### src/rtl/axichannel_replayer_pkg.sv
// -----------------------------------------------------------------------------
// axichannel_replayer_pkg
// Shared constants and types for the per-channel AXI replayer:
//   - replay mode selectors (who sources the channel payload)
//   - default payload/FIFO/credit sizing
//   - credit update event type used by the top-level credit counter
// -----------------------------------------------------------------------------
package axichannel_replayer_pkg;

    // Replay mode: the replayer either drives valid+payload (source) or only
    // gates the ready of a channel whose payload the DUT produces (sink).
    localparam bit RR_REPLAY_SOURCE = 1'b1;
    localparam bit RR_REPLAY_SINK   = 1'b0;

    localparam int unsigned RR_DEFAULT_DATA_WIDTH   = 64;
    localparam int unsigned RR_DEFAULT_FIFO_DEPTH   = 4;
    localparam int unsigned RR_DEFAULT_CREDIT_WIDTH = 8;
    localparam int unsigned RR_HS_COUNT_WIDTH       = 32;

    // Per-cycle credit events: a logged event token arriving and a channel
    // handshake consuming one. Both at once leave the count unchanged.
    typedef struct packed {
        logic token;
        logic handshake;
    } credit_evt_t;

endpackage : axichannel_replayer_pkg

### src/rtl/axichannel_replayer_fifo.sv
// -----------------------------------------------------------------------------
// axichannel_replayer_fifo
// Synchronous show-ahead FIFO buffering logged payloads until their recorded
// handshake is released. The head entry is visible on head_o whenever the
// FIFO is not empty; pushes into a full FIFO and pops from an empty FIFO are
// ignored. DEPTH must be a power of two, >= 2.
//
// Ports
//   clk      in   1      clock
//   rstn     in   1      asynchronous active-low reset (empties the FIFO)
//   push_i   in   1      write data_i at the tail
//   data_i   in   WIDTH  payload to write
//   pop_i    in   1      drop the head entry
//   head_o   out  WIDTH  current head entry (meaningful only when !empty_o)
//   full_o   out  1      DEPTH entries stored
//   empty_o  out  1      no entries stored
// -----------------------------------------------------------------------------
module axichannel_replayer_fifo #(
    parameter int unsigned WIDTH = 64,
    parameter int unsigned DEPTH = 4
) (
    input  logic             clk,
    input  logic             rstn,
    input  logic             push_i,
    input  logic [WIDTH-1:0] data_i,
    input  logic             pop_i,
    output logic [WIDTH-1:0] head_o,
    output logic             full_o,
    output logic             empty_o
);

    localparam int unsigned AW      = $clog2(DEPTH);
    localparam logic [AW:0] PTR_ONE = (AW + 1)'(1);

    // Pointers carry one extra wrap bit so full and empty are distinguishable
    // when the index bits match.
    logic [AW:0]      wr_ptr_q, wr_ptr_d;
    logic [AW:0]      rd_ptr_q, rd_ptr_d;
    logic [WIDTH-1:0] mem_q [DEPTH];
    logic             do_push;
    logic             do_pop;

    assign empty_o = (wr_ptr_q == rd_ptr_q);
    assign full_o  = (wr_ptr_q[AW] != rd_ptr_q[AW]) &&
                     (wr_ptr_q[AW-1:0] == rd_ptr_q[AW-1:0]);

    assign do_push = push_i && !full_o;
    assign do_pop  = pop_i && !empty_o;

    assign head_o = mem_q[rd_ptr_q[AW-1:0]];

    // NOTE: every variable assigned in a combinational block gets a default
    // first, so no path leaves it unassigned and no latch is inferred.
    always_comb begin
        wr_ptr_d = wr_ptr_q;
        rd_ptr_d = rd_ptr_q;
        if (do_push) wr_ptr_d = wr_ptr_q + PTR_ONE;
        if (do_pop)  rd_ptr_d = rd_ptr_q + PTR_ONE;
    end

    // NOTE: sequential state uses non-blocking assignments so every flop
    // samples the pre-edge values regardless of statement order.
    always_ff @(posedge clk or negedge rstn) begin
        if (!rstn) begin
            wr_ptr_q <= '0;
            rd_ptr_q <= '0;
        end else begin
            wr_ptr_q <= wr_ptr_d;
            rd_ptr_q <= rd_ptr_d;
        end
    end

    // NOTE: storage is deliberately left out of reset; emptying the FIFO only
    // needs the pointers, and stale entries are never observable because the
    // top masks the head while the FIFO is empty.
    always_ff @(posedge clk) begin
        if (do_push) mem_q[wr_ptr_q[AW-1:0]] <= data_i;
    end

endmodule : axichannel_replayer_fifo

### src/rtl/axichannel_replayer.sv
// -----------------------------------------------------------------------------
// axichannel_replayer
// Replay-side counterpart of the per-channel AXI logger. Re-drives one AXI
// channel from recorded log entries: payloads arrive on the logb stream,
// recorded handshake events arrive as loge tokens, and the channel completes
// exactly one handshake per token, in recorded order.
//
// IS_SOURCE=1: the replayer buffers payloads and drives out_valid/out_data.
// IS_SOURCE=0: the DUT drives the channel; the replayer only gates in_ready.
//
// Ports
//   clk             in   1             clock
//   rstn            in   1             asynchronous active-low reset
//   rep_logb_valid  in   1             logged payload available
//   rep_logb_ready  out  1             payload accepted
//   rep_logb_data   in   DATA_WIDTH    logged payload
//   rep_loge_valid  in   1             one logged handshake event
//   rep_loge_ready  out  1             event token accepted
//   out_valid       out  1             channel valid toward DUT (source mode)
//   out_ready       in   1             channel ready from DUT
//   out_data        out  DATA_WIDTH    channel payload toward DUT
//   in_valid        in   1             channel valid from DUT (sink mode)
//   in_ready        out  1             channel ready toward DUT
//   credits         out  CREDIT_WIDTH  unspent event tokens
//   hs_count        out  32            completed handshakes, wraps mod 2**32
//   idle            out  1             no credits and no buffered payload
// -----------------------------------------------------------------------------
module axichannel_replayer
    import axichannel_replayer_pkg::*;
#(
    parameter int unsigned DATA_WIDTH   = RR_DEFAULT_DATA_WIDTH,
    parameter int unsigned FIFO_DEPTH   = RR_DEFAULT_FIFO_DEPTH,
    parameter int unsigned CREDIT_WIDTH = RR_DEFAULT_CREDIT_WIDTH,
    parameter bit          IS_SOURCE    = RR_REPLAY_SOURCE
) (
    input  logic                         clk,
    input  logic                         rstn,
    input  logic                         rep_logb_valid,
    output logic                         rep_logb_ready,
    input  logic [DATA_WIDTH-1:0]        rep_logb_data,
    input  logic                         rep_loge_valid,
    output logic                         rep_loge_ready,
    output logic                         out_valid,
    input  logic                         out_ready,
    output logic [DATA_WIDTH-1:0]        out_data,
    input  logic                         in_valid,
    output logic                         in_ready,
    output logic [CREDIT_WIDTH-1:0]      credits,
    output logic [RR_HS_COUNT_WIDTH-1:0] hs_count,
    output logic                         idle
);

    localparam logic [CREDIT_WIDTH-1:0]      CREDIT_MAX = '1;
    localparam logic [CREDIT_WIDTH-1:0]      CREDIT_ONE = CREDIT_WIDTH'(1);
    localparam logic [RR_HS_COUNT_WIDTH-1:0] HS_ONE     = RR_HS_COUNT_WIDTH'(1);

    logic [CREDIT_WIDTH-1:0]      credits_q, credits_d;
    logic [RR_HS_COUNT_WIDTH-1:0] hs_count_q, hs_count_d;
    logic                         credits_nz;
    logic                         token_accept;
    logic                         handshake;
    logic                         fifo_empty;
    credit_evt_t                  evt;

    // A saturated counter refuses further tokens, so it can never wrap.
    assign rep_loge_ready = (credits_q != CREDIT_MAX);
    assign token_accept   = rep_loge_valid && rep_loge_ready;
    assign credits_nz     = (credits_q != '0);

    generate
        if (IS_SOURCE == RR_REPLAY_SOURCE) begin : g_source
            logic                  fifo_full;
            logic [DATA_WIDTH-1:0] fifo_head;
            logic                  unused_sink;

            axichannel_replayer_fifo #(
                .WIDTH (DATA_WIDTH),
                .DEPTH (FIFO_DEPTH)
            ) u_fifo (
                .clk     (clk),
                .rstn    (rstn),
                .push_i  (rep_logb_valid),
                .data_i  (rep_logb_data),
                .pop_i   (handshake),
                .head_o  (fifo_head),
                .full_o  (fifo_full),
                .empty_o (fifo_empty)
            );

            // No pop-through when full: a full FIFO refuses the payload even
            // if the head leaves in the same cycle, keeping ready off the
            // DUT-facing handshake path.
            assign rep_logb_ready = !fifo_full;

            // out_valid stays asserted with a stable head until the handshake,
            // because only that handshake decrements credits or pops the FIFO.
            assign out_valid = !fifo_empty && credits_nz;
            assign out_data  = out_valid ? fifo_head : '0;
            assign handshake = out_valid && out_ready;
            assign in_ready  = 1'b0;

            assign unused_sink = in_valid;
        end else begin : g_sink
            logic unused_source;

            // No payload storage in sink mode; ready comes straight from the
            // registered credit count.
            assign fifo_empty     = 1'b1;
            assign rep_logb_ready = 1'b0;
            assign out_valid      = 1'b0;
            assign out_data       = '0;
            assign in_ready       = credits_nz;
            assign handshake      = in_valid && in_ready;

            assign unused_source = ^{rep_logb_valid, rep_logb_data, out_ready};
        end
    endgenerate

    // Credit update: a handshake can only occur with credits != 0 and a token
    // is only taken below the maximum, so neither direction can overflow.
    always_comb begin
        evt        = '{token: token_accept, handshake: handshake};
        credits_d  = credits_q;
        hs_count_d = hs_count_q;
        if (evt.token && !evt.handshake) begin
            credits_d = credits_q + CREDIT_ONE;
        end else if (!evt.token && evt.handshake) begin
            credits_d = credits_q - CREDIT_ONE;
        end
        if (evt.handshake) begin
            hs_count_d = hs_count_q + HS_ONE;
        end
    end

    always_ff @(posedge clk or negedge rstn) begin
        if (!rstn) begin
            credits_q  <= '0;
            hs_count_q <= '0;
        end else begin
            credits_q  <= credits_d;
            hs_count_q <= hs_count_d;
        end
    end

    assign credits  = credits_q;
    assign hs_count = hs_count_q;
    assign idle     = !credits_nz && fifo_empty;

endmodule : axichannel_replayer

### config.mk
export PLATFORM = sky130hd
export DESIGN_NAME = axichannel_replayer
export DESIGN_NICKNAME = d
export VERILOG_FILES = /design/src/rtl/axichannel_replayer_pkg.sv /design/src/rtl/axichannel_replayer_fifo.sv /design/src/rtl/axichannel_replayer.sv
export SDC_FILE = /design/constraint.sdc
export NUM_CORES = 1
export LEC_CHECK = 0
export ABC_AREA = 1
export CAP_MARGIN = 10
export CORE_ASPECT_RATIO = 1.4
export CORE_UTILIZATION = 50
export DETAILED_ROUTE_END_ITERATION = 12
export GPL_ROUTABILITY_DRIVEN = 0
export PLACE_DENSITY = 0.81
export SYNTH_ARGS = -nofsm -noshare
export SYNTH_HDL_FRONTEND = slang
export SYNTH_SLANG_ARGS = --single-unit
### constraint.sdc
create_clock -name clk -period 4 [get_ports clk]
set_clock_uncertainty 0.05 [all_clocks]
set_input_delay 0.6 -clock clk [delete_from_list [all_inputs] [get_ports clk]]
set_output_delay 0.6 -clock clk [all_outputs]
set_load 0.03 [all_outputs]
==> run_results.csv, run 1 <==
group,metric,value,unit
power_and_ir_drop,p_leak,5.83,nW
synth,synth_top_family_by_area,"simple AND/OR/NAND/NOR gates",
critical_path,path_class,"flop to primary output",
timing,finalSetupViolations,0,
clock_network,cts_buffers,28,
place,dp_hpwl,17700,um
worst_hold_path,hold_path.class,"flop to flop",
layout,final_core_util,63.0,%
timing,fin_setup_tns,0,ps
critical_path,cp-end-kind,"primary output",
timing,min_period,3630,ps
synth,syn_area_per_cell,10.5,um^2
place,pre_cts_ws,919,ps
clock_network,clock_path_buffers,3,
critical_path,crit_chain,"inv_2, nand2_1, nand2_1, nand3_2, nand2_2, buf_12, a21oi_1, clkdlybuf4s50_1",
power_and_ir_drop,p_per_area,843,nW/um^2
timing,max_slew_margin,43.0,%
layout,n_fill_cell,1931,
critical_path,crit_top_cell,"nand2_1",
synth,synth_area,12900,um^2
critical_path,slowest_delay,730,ps
global_routing,grt_pass1_wl,44200,um
synth,ys_seq_area_share,68.4,%
timing,rsz0062_at_grt,"false",
critical_path,cp.required,3350,ps
synth,syn_inst,1226,
critical_path,crit_fanout,28,
timing,fin_crit_sh,90.8,%
die,coreArea,25400,um^2
global_routing,grt_pass1_vias,8826,
timing,setup_ws,370,ps
synth,async_flop_share,15.2,%
synth,synth_simple_gate_area_share,16.9,%
clock_network,clock_sinks,302,
detailed_routing,wl_per_cell,17.0,um
clock_network,cts_tree,"yes",
place,place_area,15100,um^2
die,boundaryPins,179,
run,cap_violations,0,
die,row_count,69,
detailed_routing,ant_nets,0,
synth,synth_xor_area_share,1.22,%
synth,syn_nets,1310,
critical_path,cp.arrival,2980,ps
layout,area_delta_synth_final,23.6,%
layout,drive_above_1_share,5.45,%
global_routing,grt_max_degree,74,
timing,finalHoldViolCount,0,
detailed_routing,first_iter_violations,493,
clock_network,path_clk_slew,60,ps
clock_network,clk_latency,530,ps
synth,yosysWarnings,0,
critical_path,cpMaxStageDelayCell,"clkdlybuf4s50_1",
power_and_ir_drop,ir_worst_vdd,0.717,mV
clock_network,postCtsSetupBuffers,0,
clock_network,cts_resized,0,
synth,synth-edff-count,256,
synth,synth.mux.area_fraction,0,%
synth,ys_types,28,
clock_network,htreeDepth,1,
run_status,status,"finished clean",
clock_network,clockRootBuffer,"clkbuf_16",
critical_path,worst_setup_path_start_kind,"flop",
synth,synth_fa_ha_area_share,1.41,%
timing,max_clock_freq,0.275,GHz
clock_network,holdBufCountCts,1,
die,die_x,138,um
timing,finalMaxSlewViolations,0,
layout,design_area,16000,um^2
die,die_area,26500,um^2
detailed_routing,vias_per_cell,5.35,
place,io_buffers,176,
global_routing,grt_remaining_overflow,0,
synth,synth_seq_cells,302,
detailed_routing,drt_first_pass_iters,4,
layout,nets,1475,
timing,holdWs,468,ps
detailed_routing,drc_errors,0,
global_routing,track_usage,21.9,%
die,initial_core_util,50.9,%
detailed_routing,routed_wl,29400,um
synth,synth_flop_cell,"edfxtp_1",
die,fp.dieH,192,um
timing,worst_pin_slew,856,ps
synth,synth_compound_area_share,8.42,%
global_routing,antenna_found_initial,0,
detailed_routing,vias,9271,
==> cells in the final DEF, fill, tap and decap left out, types with 3 or more instances in the layout <==
cell	instances
ha_1	13
a21oi_1	67
bufinv_16	3
clkinv_2	4
clkinvlp_4	4
nand2_1	201
dfrtp_1	44
buf_12	8
nand3b_1	4
nor2_4	4
nand4_1	3
o21ai_0	145
xor2_1	15
clkbuf_16	29
buf_4	15
nor2_1	322
xnor2_1	3
inv_1	49
clkbuf_1	7
clkdlybuf4s50_1	168
edfxtp_1	256
clkinv_1	6
nand3_1	24
==> worst paths after layout <==
path / startpoint / end / slack [ps] / cells past startpoint
setup / recovery: g_source.u_fifo.rd_ptr_q[1] / out_data[63] / 370 / 8
setup reg to reg: credits[0] / credits[4] / 1170 / 10
max in group asynchronous: rstn / g_source.u_fifo.rd_ptr_q[0] / 2600 / 3
hold / removal: g_source.u_fifo.rd_ptr_q[2] / g_source.u_fifo.rd_ptr_q[2] / 470 / 2
hold reg to reg: g_source.u_fifo.rd_ptr_q[2] / g_source.u_fifo.rd_ptr_q[2] / 470 / 2
min in group asynchronous: rstn / hs_count[31] / 520 / 2
==> worst max-delay path, delay by kind of cell, from the launching register on <==
| kind | cells | cell delay [ps] |
|---|---|---|
| AOI/OAI and AO/OA | 1 | 250 |
| buffers and inverters | 3 | 1070 |
| DFF | 1 | 560 |
| and+or+nand+nor | 4 | 540 |
==> Yosys cell counts (2+ instances only) <==
library cell | instances | share of area [%]
edfxtp_1 | 256 | 59
a21oi_1 | 67 | 2.6
dfrtp_1 | 46 | 8.9
xnor2_1 | 3 | 0.20
xor2_1 | 15 | 1.0
nand3_2 | 2 | 0.15
nand4_1 | 3 | 0.15
buf_2 | 30 | 1.2
inv_2 | 2 | 0.058
o21ai_0 | 145 | 5.6
clkbuf_1 | 15 | 0.44
ha_1 | 13 | 1.3
o22ai_1 | 2 | 0.097
buf_1 | 10 | 0.29
nand3_1 | 24 | 0.93
buf_4 | 3 | 0.17
inv_1 | 50 | 1.5
nor2_1 | 326 | 9.5
nand3b_1 | 4 | 0.23
nand2_1 | 202 | 5.9
==> layer usage <==
layer,global-route usage [%],share of wire (%),vias up
li1,-,-,4473
met1,25.1,38,4391
met2,39.2,52,336
met3,4.41,7.2,71
met4,9.24,3.5,0
met5,0,0,-
==> per-stage QoR <==
stage | instances | power (mW)
floorplan | 1226 | 8.38
global placement | 1679 | 10.8
global route | 1732 | 14.2
detailed placement | 1679 | 10.9
finish | 1733 | 13.5
CTS | 1732 | 13.6
==> flip-flops by register name, summed over array words and instances (netlist names) <==
register	flops
g_source.u_fifo.mem_q	256
g_source.u_fifo.wr_ptr_q	3
g_source.u_fifo.rd_ptr_q	3
hs_count	32
credits	8
==> kinds of logic after synthesis <==
family | count (synthesis)
fa+ha+maj | 14
other cells | 1
compound gates | 216
flops | 302
simple gates | 564
buf+inv | 111
xor+xnor | 18
==> power by group <==
part           leakage (nW)  total (mW)  switching (mW)  internal (mW)
Clock                 0.428        2.61            1.09           1.52
Sequential             2.95        4.41           0.257           4.15
Combinational          2.45        6.45            4.18           2.26
==> cell type report <==
class / count / area, um^2 / area share, %
Timing Repair Buffer: 193 / 1970 / 12.3
Tap cell: 319 / 399 / 2.50
Antenna cell: 1 / 2.50 / 0.0157
Multi-Input combinational cell: 813 / 3650 / 22.9
Clock buffer: 36 / 752 / 4.71
Sequential cell: 302 / 8840 / 55.3
Clock inverter: 16 / 159 / 0.994
Inverter: 53 / 200 / 1.25
Note: power is estimated with default switching activity, not from simulation.
==> inputs of run 2 (changes only) <==
SLEW_MARGIN = 20   (was not set)
==> results of run 2 <==
The final DEF is identical to that of run 1; final timing and power are the same.
==> inputs of run 3 (changes only) <==
CORE_MARGIN = 10   (was not set)
==> run 3 against run 2 <==
- final area fell by 0.48%
- critical endpoint is now out_data[21]
- maximum frequency increased by 1.6%
- sequential power is essentially flat
- global-route usage is 3.8 points lower
- combinational power is essentially flat
- largest power group unchanged
- utilization decreased by 0.52 points
- critical path type unchanged
- sequential cell count unchanged
- first-iteration DRC count is 30% higher
- worst hold slack worse by 360 ps
- non-clock buffer count unchanged
- die area is 24% higher
==> run_results.csv, run 3 (synthesis gave the netlist of run 1 again) <==
group,metric,value,unit
global_routing,grt_max_degree,93,
layout,n_fill_cell,1895,
critical_path,cp.arrival,2920,ps
timing,rsz0062_at_grt,"false",
critical_path,slowest_delay,640,ps
critical_path,critical_path.top_delay_family,"buffers and inverters",
critical_path,reg2reg_depth,10,
run,cap_violations,0,
clock_network,holdBufCountCts,0,
die,coreArea,25500,um^2
timing,max_clock_freq,0.280,GHz
die,fp.dieH,210,um
power_and_ir_drop,p_leak,5.80,nW
clock_network,clockRootBuffer,"clkbuf_16",
clock_network,htreeDepth,1,
place,place_area,15100,um^2
timing,finalHoldViolCount,0,
power_and_ir_drop,ir_worst_vdd,0.740,mV
timing,finalSetupViolations,0,
clock_network,postCtsSetupBuffers,0,
clock_network,clock_path_buffers,3,
power_and_ir_drop,p_sw,5.49,mW
clock_network,clk_latency,530,ps
place,dp_hpwl,19000,um
critical_path,crit_buf_inv,2,
die,die_x,156,um
die,initial_core_util,50.8,%
global_routing,grt_pass1_wl,47900,um
detailed_routing,drc_errors,0,
layout,drive_above_1_share,5.12,%
clock_network,path_clk_slew,60,ps
detailed_routing,ant_nets,0,
layout,largest_reg_flops,256,
critical_path,cpMaxStageDelayCell,"clkdlybuf4s50_1",
critical_path,path_class,"flop to primary output",
die,die_area,32800,um^2
die,row_count,69,
timing,worst_pin_slew,849,ps
layout,layout_commonest_cell,"nor2_1",
place,io_buffers,176,
timing,finalMaxSlewViolations,0,
power_and_ir_drop,switching_share,41.4,%
clock_network,cts_tree,"yes",
critical_path,cp.required,3350,ps
critical_path,crit_fanout,36,
detailed_routing,vias,9282,
global_routing,grt-busiest-layer,"met2",
power_and_ir_drop,clockPowerShare,18.1,%
layout,regArea,8840,um^2
timing,min_period,3570,ps
clock_network,cts_resized,0,
layout,nets,1474,
detailed_routing,drt_first_pass_iters,5,
critical_path,cp-end-kind,"primary output",
worst_hold_path,hold_path.class,"primary input to asynchronous set/reset pin",
timing,fin_crit_sh,89.3,%
global_routing,antenna_found_initial,3,
detailed_routing,vias_per_cell,5.37,
global_routing,grt_use_met2,32.1,%
power_and_ir_drop,total_power,13.3,mW
power_and_ir_drop,pwr-share-seq,33.4,%
critical_path,worst-path-stages,6,
detailed_routing,wl_per_cell,17.6,um
detailed_routing,routed_wl,30400,um
global_routing,track_usage,18.1,%
global_routing,gr-usage-met1,20.5,%
power_and_ir_drop,combPwrFrac,48.5,%
layout,area_delta_synth_final,23.0,%
global_routing,grt_remaining_overflow,0,
detailed_routing,first_iter_violations,639,
layout,final_cell_mix,"nor2_1 (322), edfxtp_1 (256), nand2_1 (201), clkdlybuf4s50_1 (170), o21ai_0 (145)",
power_and_ir_drop,internal_power,7.79,mW
global_routing,grt_pass1_vias,9204,
global_routing,grt_use_met3,4.01,%
layout,multi_input_area,3650,um^2
critical_path,worst_setup_path_start_kind,"flop",
critical_path,crit_chain,"xnor2_1, nand3_2, nand2_2, buf_4, a21oi_1, clkdlybuf4s50_1",
die,boundaryPins,179,
clock_network,clock_sinks,302,
timing,max_slew_margin,43.4,%
run_status,status,"finished clean",
power_and_ir_drop,p_per_area,835,nW/um^2
clock_network,cts_buffers,27,
layout,design_area,15900,um^2
run 3: changes by cell type in the layout (fill, tap and decap cells not counted), moves of 2 or more:
cell | previous run | this run
clkbuf_1 | 7 | 4
buf_4 | 15 | 13
clkbuf_16 | 29 | 27
clkdlybuf4s50_1 | 168 | 170
clkinvlp_4 | 4 | 2
run 3: power by group through the flow:
| stage | Combinational, mW | Clock (mW) | Sequential, mW |
|---|---|---|---|
| after floorplan | 3.81 | 0 | 4.57 |
| after global placement | 6.41 | 0 | 4.47 |
| after detailed placement | 6.49 | 0 | 4.50 |
| after CTS | 6.54 | 2.46 | 4.44 |
| after global routing | 6.98 | 2.60 | 4.49 |
| final | 6.44 | 2.40 | 4.44 |
run 3: area by class of cell:
class                   instances  area share [%]
well taps                     319            2.51
inverters                      53            1.25
clock buffers                  31            4.34
clock inverters                14           0.795
diodes                          2          0.0315
flip-flops and latches        302            55.6
repair buffers                193            12.5
multi-input cells             813            23.0
run 3: worst paths after layout:
| kind | start | slack, ps | endpoint |
|---|---|---|---|
| max in group asynchronous | rstn | 3050 | g_source.u_fifo.rd_ptr_q[0] |
| setup reg to reg | credits[0] | 1080 | credits[4] |
| hold reg to reg | g_source.u_fifo.wr_ptr_q[2] | 490 | g_source.u_fifo.wr_ptr_q[2] |
| hold / removal | rstn | 100 | hs_count[31] |
| min in group clk | g_source.u_fifo.wr_ptr_q[2] | 490 | g_source.u_fifo.wr_ptr_q[2] |
| setup / recovery | g_source.u_fifo.rd_ptr_q[0] | 430 | out_data[21] |
run 3: through the flow:
| stage | instances | hold WS [ps] | utilization [%] | setup WS, ps | setup TNS (ps) |
|---|---|---|---|---|---|
| final | 1727 | 103 | 62.4 | 427 | 0 |
| after global routing | 1726 | 138 | 62.4 | 279 | 0 |
| after CTS | 1725 | 107 | 62.4 | 362 | 0 |
| after detailed placement | 1680 | 465 | 59.2 | 943 | 0 |
| after global placement | 1680 | 461 | 59.2 | 950 | 0 |
| after floorplan | 1226 | 254 | - | -384 | -73660 |
run 3: per-layer routing:
metal | part of all wire (%) | vias to the layer above
li1 | - | 4467
met1 | 37 | 4415
met2 | 51 | 333
met3 | 7.7 | 65
met4 | 3.7 | 2
met5 | 0.026 | -
